[src/rtl/mem_tile_streamer.sv]
// mem_tile_streamer: moves tiles of rows between the memory port and a valid/ready datapath
module mem_tile_streamer #(
  parameter int ROW_BYTES = 16,
  parameter int FIFO_DEPTH = 2
) (
  input  logic                   clk,
  input  logic                   rst,
  input  logic                   start,
  input  logic                   mode,
  input  logic [31:0]            base_addr,
  input  logic [15:0]            row_count,
  input  logic [31:0]            stride,
  input  logic [4:0]             control,
  output logic                   busy,
  output logic                   done,
  output logic                   rd_valid,
  input  logic                   rd_ready,
  output logic [ROW_BYTES*8-1:0] rd_data,
  output logic                   rd_last,
  input  logic                   wr_valid,
  output logic                   wr_ready,
  input  logic [ROW_BYTES*8-1:0] wr_data,
  output logic                   interface_en,
  output logic                   interface_rdwr,
  output logic [4:0]             interface_control,
  output logic [31:0]            interface_addr,
  output logic [ROW_BYTES*8-1:0] din,
  input  logic [ROW_BYTES*8-1:0] bank_dout
);
  localparam int W = ROW_BYTES * 8;
  localparam int AW = $clog2(FIFO_DEPTH);
  typedef enum logic [1:0] {IDLE, RD, WR, DONE} state_t;
  state_t state;
  logic [31:0] addr, stride_q;
  logic [15:0] rows, issue_idx, xfer_idx;
  logic [4:0] ctrl;
  logic [W-1:0] fifo [FIFO_DEPTH];
  logic [AW-1:0] head, tail;
  logic [AW:0] count;
  logic inflight, stored, rd_fire, wr_fire, pop, pop_mem, push;
  // the returning row is presented straight from bank_dout when nothing is queued ahead of it
  assign stored = count != '0;
  assign rd_fire = state == RD && issue_idx < rows && int'(count) + int'(inflight) < FIFO_DEPTH;
  assign wr_fire = state == WR && wr_valid;
  assign rd_valid = stored || inflight;
  assign rd_data = stored ? fifo[head] : inflight ? bank_dout : '0;
  assign rd_last = rd_valid && xfer_idx == rows - 16'd1;
  assign pop = rd_valid && rd_ready;
  assign pop_mem = pop && stored;
  assign push = inflight && !(pop && !stored);
  assign busy = state == RD || state == WR;
  assign done = state == DONE;
  assign wr_ready = state == WR;
  assign interface_en = rd_fire || wr_fire;
  assign interface_rdwr = wr_fire;
  assign interface_control = busy ? ctrl : '0;
  assign interface_addr = busy ? addr : '0;
  assign din = wr_fire ? wr_data : '0;
  always_ff @(posedge clk)
    if (push) fifo[tail] <= bank_dout;
  always_ff @(posedge clk) begin
    if (rst) begin
      state <= IDLE;
      addr <= '0;
      stride_q <= '0;
      rows <= '0;
      ctrl <= '0;
      issue_idx <= '0;
      xfer_idx <= '0;
      head <= '0;
      tail <= '0;
      count <= '0;
      inflight <= 1'b0;
    end else begin
      inflight <= rd_fire;
      if (push) tail <= tail + AW'(1);
      if (pop_mem) head <= head + AW'(1);
      count <= count + (AW+1)'(push) - (AW+1)'(pop_mem);
      if (interface_en) begin
        issue_idx <= issue_idx + 16'd1;
        addr <= addr + stride_q;
      end
      if (pop) xfer_idx <= xfer_idx + 16'd1;
      case (state)
        IDLE: if (start) begin
          state <= row_count == 16'd0 ? DONE : (mode ? WR : RD);
          addr <= base_addr;
          stride_q <= stride;
          rows <= row_count;
          ctrl <= control;
          issue_idx <= '0;
          xfer_idx <= '0;
        end
        RD: if (pop && xfer_idx == rows - 16'd1) state <= DONE;
        WR: if (wr_fire && issue_idx == rows - 16'd1) state <= DONE;
        default: state <= IDLE;
      endcase
    end
  end
endmodule

[config.mk]
export PLATFORM = sky130hd
export DESIGN_NAME = mem_tile_streamer
export DESIGN_NICKNAME = d
export VERILOG_FILES = /design/src/rtl/mem_tile_streamer.sv
export SDC_FILE = /design/constraint.sdc
export NUM_CORES = 1
export LEC_CHECK = 0
export ABC_AREA = 1
export CORE_AREA = 3 3 250 252
export CTS_CLUSTER_SIZE = 20
export DETAILED_ROUTE_END_ITERATION = 10
export DIE_AREA = 0 0 253 255
export RECOVER_POWER = 25
export SLEW_MARGIN = 20
export SYNTH_ARGS = -nofsm -noshare
export SYNTH_HDL_FRONTEND = slang
export SYNTH_SLANG_ARGS = --single-unit
[constraint.sdc]
create_clock -name clk -period 7.5 [get_ports clk]
set_clock_uncertainty 0.15 [all_clocks]
set_input_delay 1.5 -clock clk [delete_from_list [all_inputs] [get_ports clk]]
set_output_delay 1.5 -clock clk [all_outputs]
set_load 0.1 [all_outputs]
==> impl_metrics.toml, run 1 <==
[final_layout]
drive_gt1_share_pct = 4.458
fillers = 5759
final_net_count = 3399
layout.cells.non_filler = 3831
design_area_um2 = 28580
area_growth_pct = 43.59

[clock_tree]
cts_hold_buf = 0
cts_max_path_buffers = 3
cts-root-buf = "clkbuf_16"
postCtsSetupBuffers = 0
tritoncts = "built"
cts_made_buffers = 44
clock_latency_ns = 0.57
cts_resized = 0
htreeDepth = 2
clock_sinks = 381
cts.clk_slew.worst_paths_ns = 0.05

[die]
start_util_pct = 32.98
chipHeight_um = 255
core-area_um2 = 60360
die_area_um2 = 64520
ios = 647
rows = 90
die_x_um = 253

[pwr]
p_switching_w = 0.005100
swShare_pct = 50.98
seqPwrFrac_pct = 26.3
pwr_density_cell_nw_per_um2 = 350.0
irDropWorstVdd_v = 0.0002640
clkPwrFrac_pct = 20.8
internal-power_w = 0.004904
power_frac_comb_pct = 52.9
leakagePower_nw = 11.20

[drt]
drc_errors = 0
wl_per_cell_um = 22.58
dr.pass1.iters = 5
drt_iter0_drc = 1819
vias_per_cell = 5.130
ant_nets = 0
vias = 19650
drt_wl_total_um = 86500

[logic_synthesis]
async_reset_ff_share_pct = 0
synth.distinct_cells = 44
syn_nets = 2809
avgSynthCellArea_um2 = 8.277
synthAdderAreaFrac_pct = 3.621
netlist_area_um2 = 19910
ys_seq_area_share_pct = 51.19
synthCells = 2405
synth_xor_area_share_pct = 1.716
synth_edf_count = 256
synth_ff_type = "edfxtp_1"
yosysWarnings = 0
synth_top_family_by_area = "simple AND/OR/NAND/NOR gates"
yosys_register_bits = 381
yosys.area_share.simple_pct = 21.58
synth_compound_area_share_pct = 13.78
muxShareOfSynthArea_pct = 0

[run_status]
outcome = "completed"

[worst_setup_path]
arrival_ns = 4.18
end_kind = "output port"
worstReg2RegStart = "rows[5]"
worstPathMaxFanout = 48
rr_endpoint = "issue_idx[6]"
r2r_slack_ns = 3.86
start_kind = "register"
worst-setup-path-type = "register to output port"
cp.required_ns = 5.85
r2r_cells = 15

[timing]
slew_headroom_pct = 22.16
drv_slew = 0
worst_pin_slew_ns = 1.164
setup_ws_ns = 1.669
finalCritPeriodShare_pct = 77.74
final-hold-violation-count = 0
finalSetupTns_ns = 0
final-setup-viol-count = 0
max_freq_ghz = 0.1715
finalCriticalPeriod_ns = 5.831
rsz0062_at_grt = "false"

[global_routing]
global_route.usage.total_pct = 25.52
overflow = 0
grtUsageMet2_pct = 40.28
use_met1_pct = 34.14
use_met3_pct = 6.300
grt_pass1_wl_um = 124000
antenna_found_initial = 34
top_usage_layer = "met2"
grt_start_max_net_pins = 129
grt_pass1_vias = 18910

[placed_design]
place_hpwl_um = 64610
dp_slack_ns = 1.779
placed_area_um2 = 27150
gp_congestion = 0.9346
io_buffers = 646
placedCellCount = 3731

[run]
maxCapViolCount = 0

[hold_path]
hp-class = "register to register"
hold_start = "head"
hold_depth = 1
==> cells by family after synthesis <==
family	after synthesis
DFF	381
and+or+nand+nor	998
AOI/OAI and AO/OA	501
buffers and inverters	429
adders and majority gates	57
xor gates and xnor gates	39
==> routing by layer <==
layer  wire length, um  share of wire [%]
met4              3385                3.9
met1             36900                 43
met3              7132                8.2
met5               118               0.14
met2             38960                 45
==> worst max path at each step <==
stage | end | cells past startpoint | startpoint | slack (ns)
finish | rd_data[6] | 5 | register | 1.67
global route | rd_last | 12 | rows[0] | 1.39
CTS | rd_data[6] | 5 | register | 1.55
detailed placement | din[22] | 5 | wr_valid | 1.78
global placement | din[65] | 5 | wr_valid | 1.87
floorplan | fifo[1][0] | 3 | rd_ready | 1.81
==> final cells by class <==
| type | count | area, um2 | share of cell area, % |
|---|---|---|---|
| repair buffers | 665 | 6669 | 23.33 |
| flip-flops and latches | 381 | 10200 | 35.68 |
| multi-input cells | 1595 | 8145 | 28.50 |
| diodes | 21 | 52.55 | 0.1839 |
| inverters | 308 | 1156 | 4.045 |
| clock buffers | 58 | 1185 | 4.146 |
| well taps | 782 | 978.4 | 3.423 |
| clock inverters | 21 | 198.9 | 0.6960 |
==> stage by stage <==
stage                     util (%)  hold WS [ns]  total power (W)
after global routing         47.31        0.3251          0.01044
final                        47.35        0.2927          0.01000
after floorplan                  -        0.2757         0.006473
after global placement       44.98        0.2830         0.007921
after detailed placement     44.98        0.2900         0.007949
after CTS                    47.27        0.2980          0.01006
==> power by group through the flow <==
stage | Sequential [W] | Combinational, W | Clock (W)
2_1_floorplan | 0.00260 | 0.00387 | 0
3_3_place_gp | 0.00267 | 0.00525 | 0
3_5_place_dp | 0.00267 | 0.00528 | 0
4_1_cts | 0.00263 | 0.00530 | 0.00213
5_1_grt | 0.00265 | 0.00558 | 0.00222
6_report | 0.00263 | 0.00529 | 0.00209
==> cells in the mapped netlist, types with 2 or more instances <==
master    count  share of area (%)
a21o_1        5               0.19
a21oi_1      75                1.9
a22o_1       36                1.6
a31oi_1      21               0.66
buf_1         5              0.094
buf_2         4               0.10
clkbuf_1    112                2.1
clkinv_1      2              0.038
dfxtp_1     125                 13
edfxtp_1    256                 39
ha_1         56                3.5
inv_1       303                5.7
inv_2         3              0.057
nand2_1     308                5.8
nand2_2       4               0.13
nand2_4       2               0.11
nand3_1     225                5.7
nand3_2       4               0.20
nand3b_1      3               0.11
nand4_1      21               0.66
nor2_1      385                7.3
nor2_2        8               0.25
nor2_4        3               0.17
nor3_1       13               0.33
nor3_2        5               0.25
nor4_1        4               0.13
o211ai_1      3               0.11
o21ai_0     332                8.3
o21ai_1       2              0.050
o21bai_1      5               0.19
o22ai_1      16               0.50
or2_2        10               0.31
xnor2_1      11               0.48
xor2_1       28                1.2
==> layout by cell type, fill, tap and decap left out, types with 28 or more instances in the layout <==
cell	n
dfxtp_1	123
a22o_1	36
inv_1	301
xor2_1	28
a21oi_1	75
o21ai_0	332
nor2_1	381
nand3_1	225
nand2_1	306
clkdlybuf4s50_1	526
ha_1	56
clkbuf_16	45
dlygate4sd3_1	119
edfxtp_1	256
==> state kept, by name (all words and copies together), names as in the netlist, 2 cells and up, named ones only <==
signal / flops
xfer_idx: 16
fifo: 256
ctrl: 5
rows: 16
addr: 32
stride_q: 32
state: 2
issue_idx: 16
count: 2
==> worst max-delay path, stage by stage, from the launching register on <==
cell and delay [ns]:
dfxtp_4 0.67, buf_4 0.56, buf_4 0.59, nor2_1 0.10
o21ai_0 0.41, clkdlybuf4s50_1 1.23
(Power assumes the default switching activity.)
==> run 2: changes to the inputs <==
Clock period 7.5 ns to 5.2 ns, I/O delays scaled along.
==> run 2 against run 1 <==
Compared with the run above: cell area shrank 2.2%; setup slack lost 0.85 ns; flip-flop and latch count is the same; first-iteration DRC count shrank 12%; critical path depth grew 7; non-clock buffer count grew 3; via count grew 0.14%; register-to-register slack lost 2.2 ns; die area is the same.
==> impl_metrics.toml, run 2 (same netlist as run 1, synthesis figures left out) <==
[final_layout]
area_growth_pct = 40.43
top_regs = "fifo (256), addr (32), stride_q (32)"
final_net_count = 3402
largest_reg_flops = 256
layout_common_cells = "nor2_1, o21ai_0, buf_4, nand2_1, inv_1"
fillers = 5876
largest_register = "fifo"
mostFrequentLayoutCell = "nor2_1"
layout.cells.non_filler = 3834
drive_gt1_share_pct = 14.32
fin_util_pct = 46.31

[clock_tree]
clock_latency_ns = 0.57
cts_hold_buf = 0
clock_sinks = 381
cts_max_path_buffers = 3
cts-root-buf = "clkbuf_16"
cts_resized = 0
tritoncts = "built"
htreeDepth = 2
cts_made_buffers = 44
postCtsSetupBuffers = 0
cts.clk_slew.worst_paths_ns = 0.06

[global_routing]
grt_pass1_vias = 18760
grt_pass1_wl_um = 121600
top_usage_layer = "met2"
grtUsageMet2_pct = 40.32
use_met3_pct = 7.377
antenna_found_initial = 28
grt_start_max_net_pins = 133
use_met1_pct = 32.77
overflow = 0
global_route.usage.total_pct = 25.13

[worst_setup_path]
worstReg2RegStart = "rows[3]"
start_kind = "register"
arrival_ns = 3.19
worstPathMaxFanout = 8
cp.required_ns = 4.01
worst-setup-path-type = "register to output port"
startpoint = "rows[0]"
rr_endpoint = "issue_idx[14]"
cp-endpoint = "rd_last"
r2r_slack_ns = 1.69
end_kind = "output port"
r2r_cells = 15

[timing]
setup_ws_ns = 0.8198
slew_headroom_pct = 35.45
max_freq_ghz = 0.2283
rsz0062_at_grt = "false"
final-setup-viol-count = 0
final-hold-violation-count = 0
finalCritPeriodShare_pct = 84.24
drv_slew = 0
worst_pin_slew_ns = 0.9652
finalCriticalPeriod_ns = 4.380

[placed_design]
placedCellCount = 3734
place_hpwl_um = 64970
io_buffers = 646
gp_congestion = 0.9393
dp_slack_ns = 1.351

[drt]
dr.pass1.iters = 7
drc_errors = 0
wl_per_cell_um = 22.44
drt_iter0_drc = 1606
ant_nets = 0
drt_wl_total_um = 86040
vias_per_cell = 5.133
vias = 19680

[pwr]
irDropWorstVdd_v = 0.0004356
leakagePower_nw = 11.84
internal-power_w = 0.007075
fin_total_pwr_w = 0.01444
clkPwrFrac_pct = 21.6
p_switching_w = 0.007363
pwr_density_cell_nw_per_um2 = 516.5
power_frac_comb_pct = 52.1
swShare_pct = 51.00
seqPwrFrac_pct = 26.3

[die]
ios = 647
rows = 90
die_area_um2 = 64520
die_x_um = 253
start_util_pct = 32.98
chipHeight_um = 255
core-area_um2 = 60360

[run]
maxCapViolCount = 0

[run_status]
outcome = "completed"

[hold_path]
hp-class = "register to register"
run 2: worst min path at each step:
stage	startpoint	endpoint	slack [ns]	depth (start not counted)
2_1_floorplan	head	register	0.28	1
3_3_place_gp	head	register	0.28	1
3_5_place_dp	head	register	0.29	1
4_1_cts	head	register	0.29	1
5_1_grt	head	register	0.33	1
6_report	head	register	0.29	1
run 2: layout make-up:
class                      count  area [um2]  area share (%)
clock buffer                  56        1176           4.208
inverter                     308        1156           4.136
sequential                   381       10200           36.48
timing repair buffer         668        5986           21.41
multi-input combinational   1595        8145           29.14
clock inverter                22       259.0          0.9265
tap                          782       978.4           3.500
antenna                       22       55.05          0.1969
run 2: critical path: stages, from the launching register on:
cell      delay [ns]
dfxtp_1         0.37
clkinv_1        0.24
ha_1            0.39
nand2_4         0.15
nand2_1         0.08
nand3_1         0.11
nand4_1         0.09
nor3b_1         0.28
nand4_1         0.18
a21oi_1         0.16
nand4_1         0.09
a21oi_1         0.15
buf_4           0.33
run 2: stage by stage:
stage | instance area (um2) | TNS, ns | hold WS [ns]
6_report | 27950 | 0 | 0.2917
3_3_place_gp | 26460 | 0 | 0.2806
4_1_cts | 27900 | 0 | 0.2950
5_1_grt | 27920 | 0 | 0.3272
2_1_floorplan | 19910 | -4.741 | 0.2757
3_5_place_dp | 26460 | 0 | 0.2855
run 2: power groups by stage:
| stage | clock network, W | registers, W | logic (W) |
|---|---|---|---|
| floorplan | 0 | 0.00375 | 0.00559 |
| global placement | 0 | 0.00384 | 0.00747 |
| detailed placement | 0 | 0.00385 | 0.00751 |
| CTS | 0.00319 | 0.00379 | 0.00754 |
| global route | 0.00331 | 0.00382 | 0.00793 |
| finish | 0.00312 | 0.00379 | 0.00753 |
run 2: metal layers:
layer | vias to the layer above | routed length [um] | part of all wire [%]
li1 | 9283 | - | -
met1 | 9430 | 36200 | 42
met2 | 823 | 39410 | 46
met3 | 133 | 7628 | 8.9
met4 | 10 | 2737 | 3.2
met5 | - | 69 | 0.080
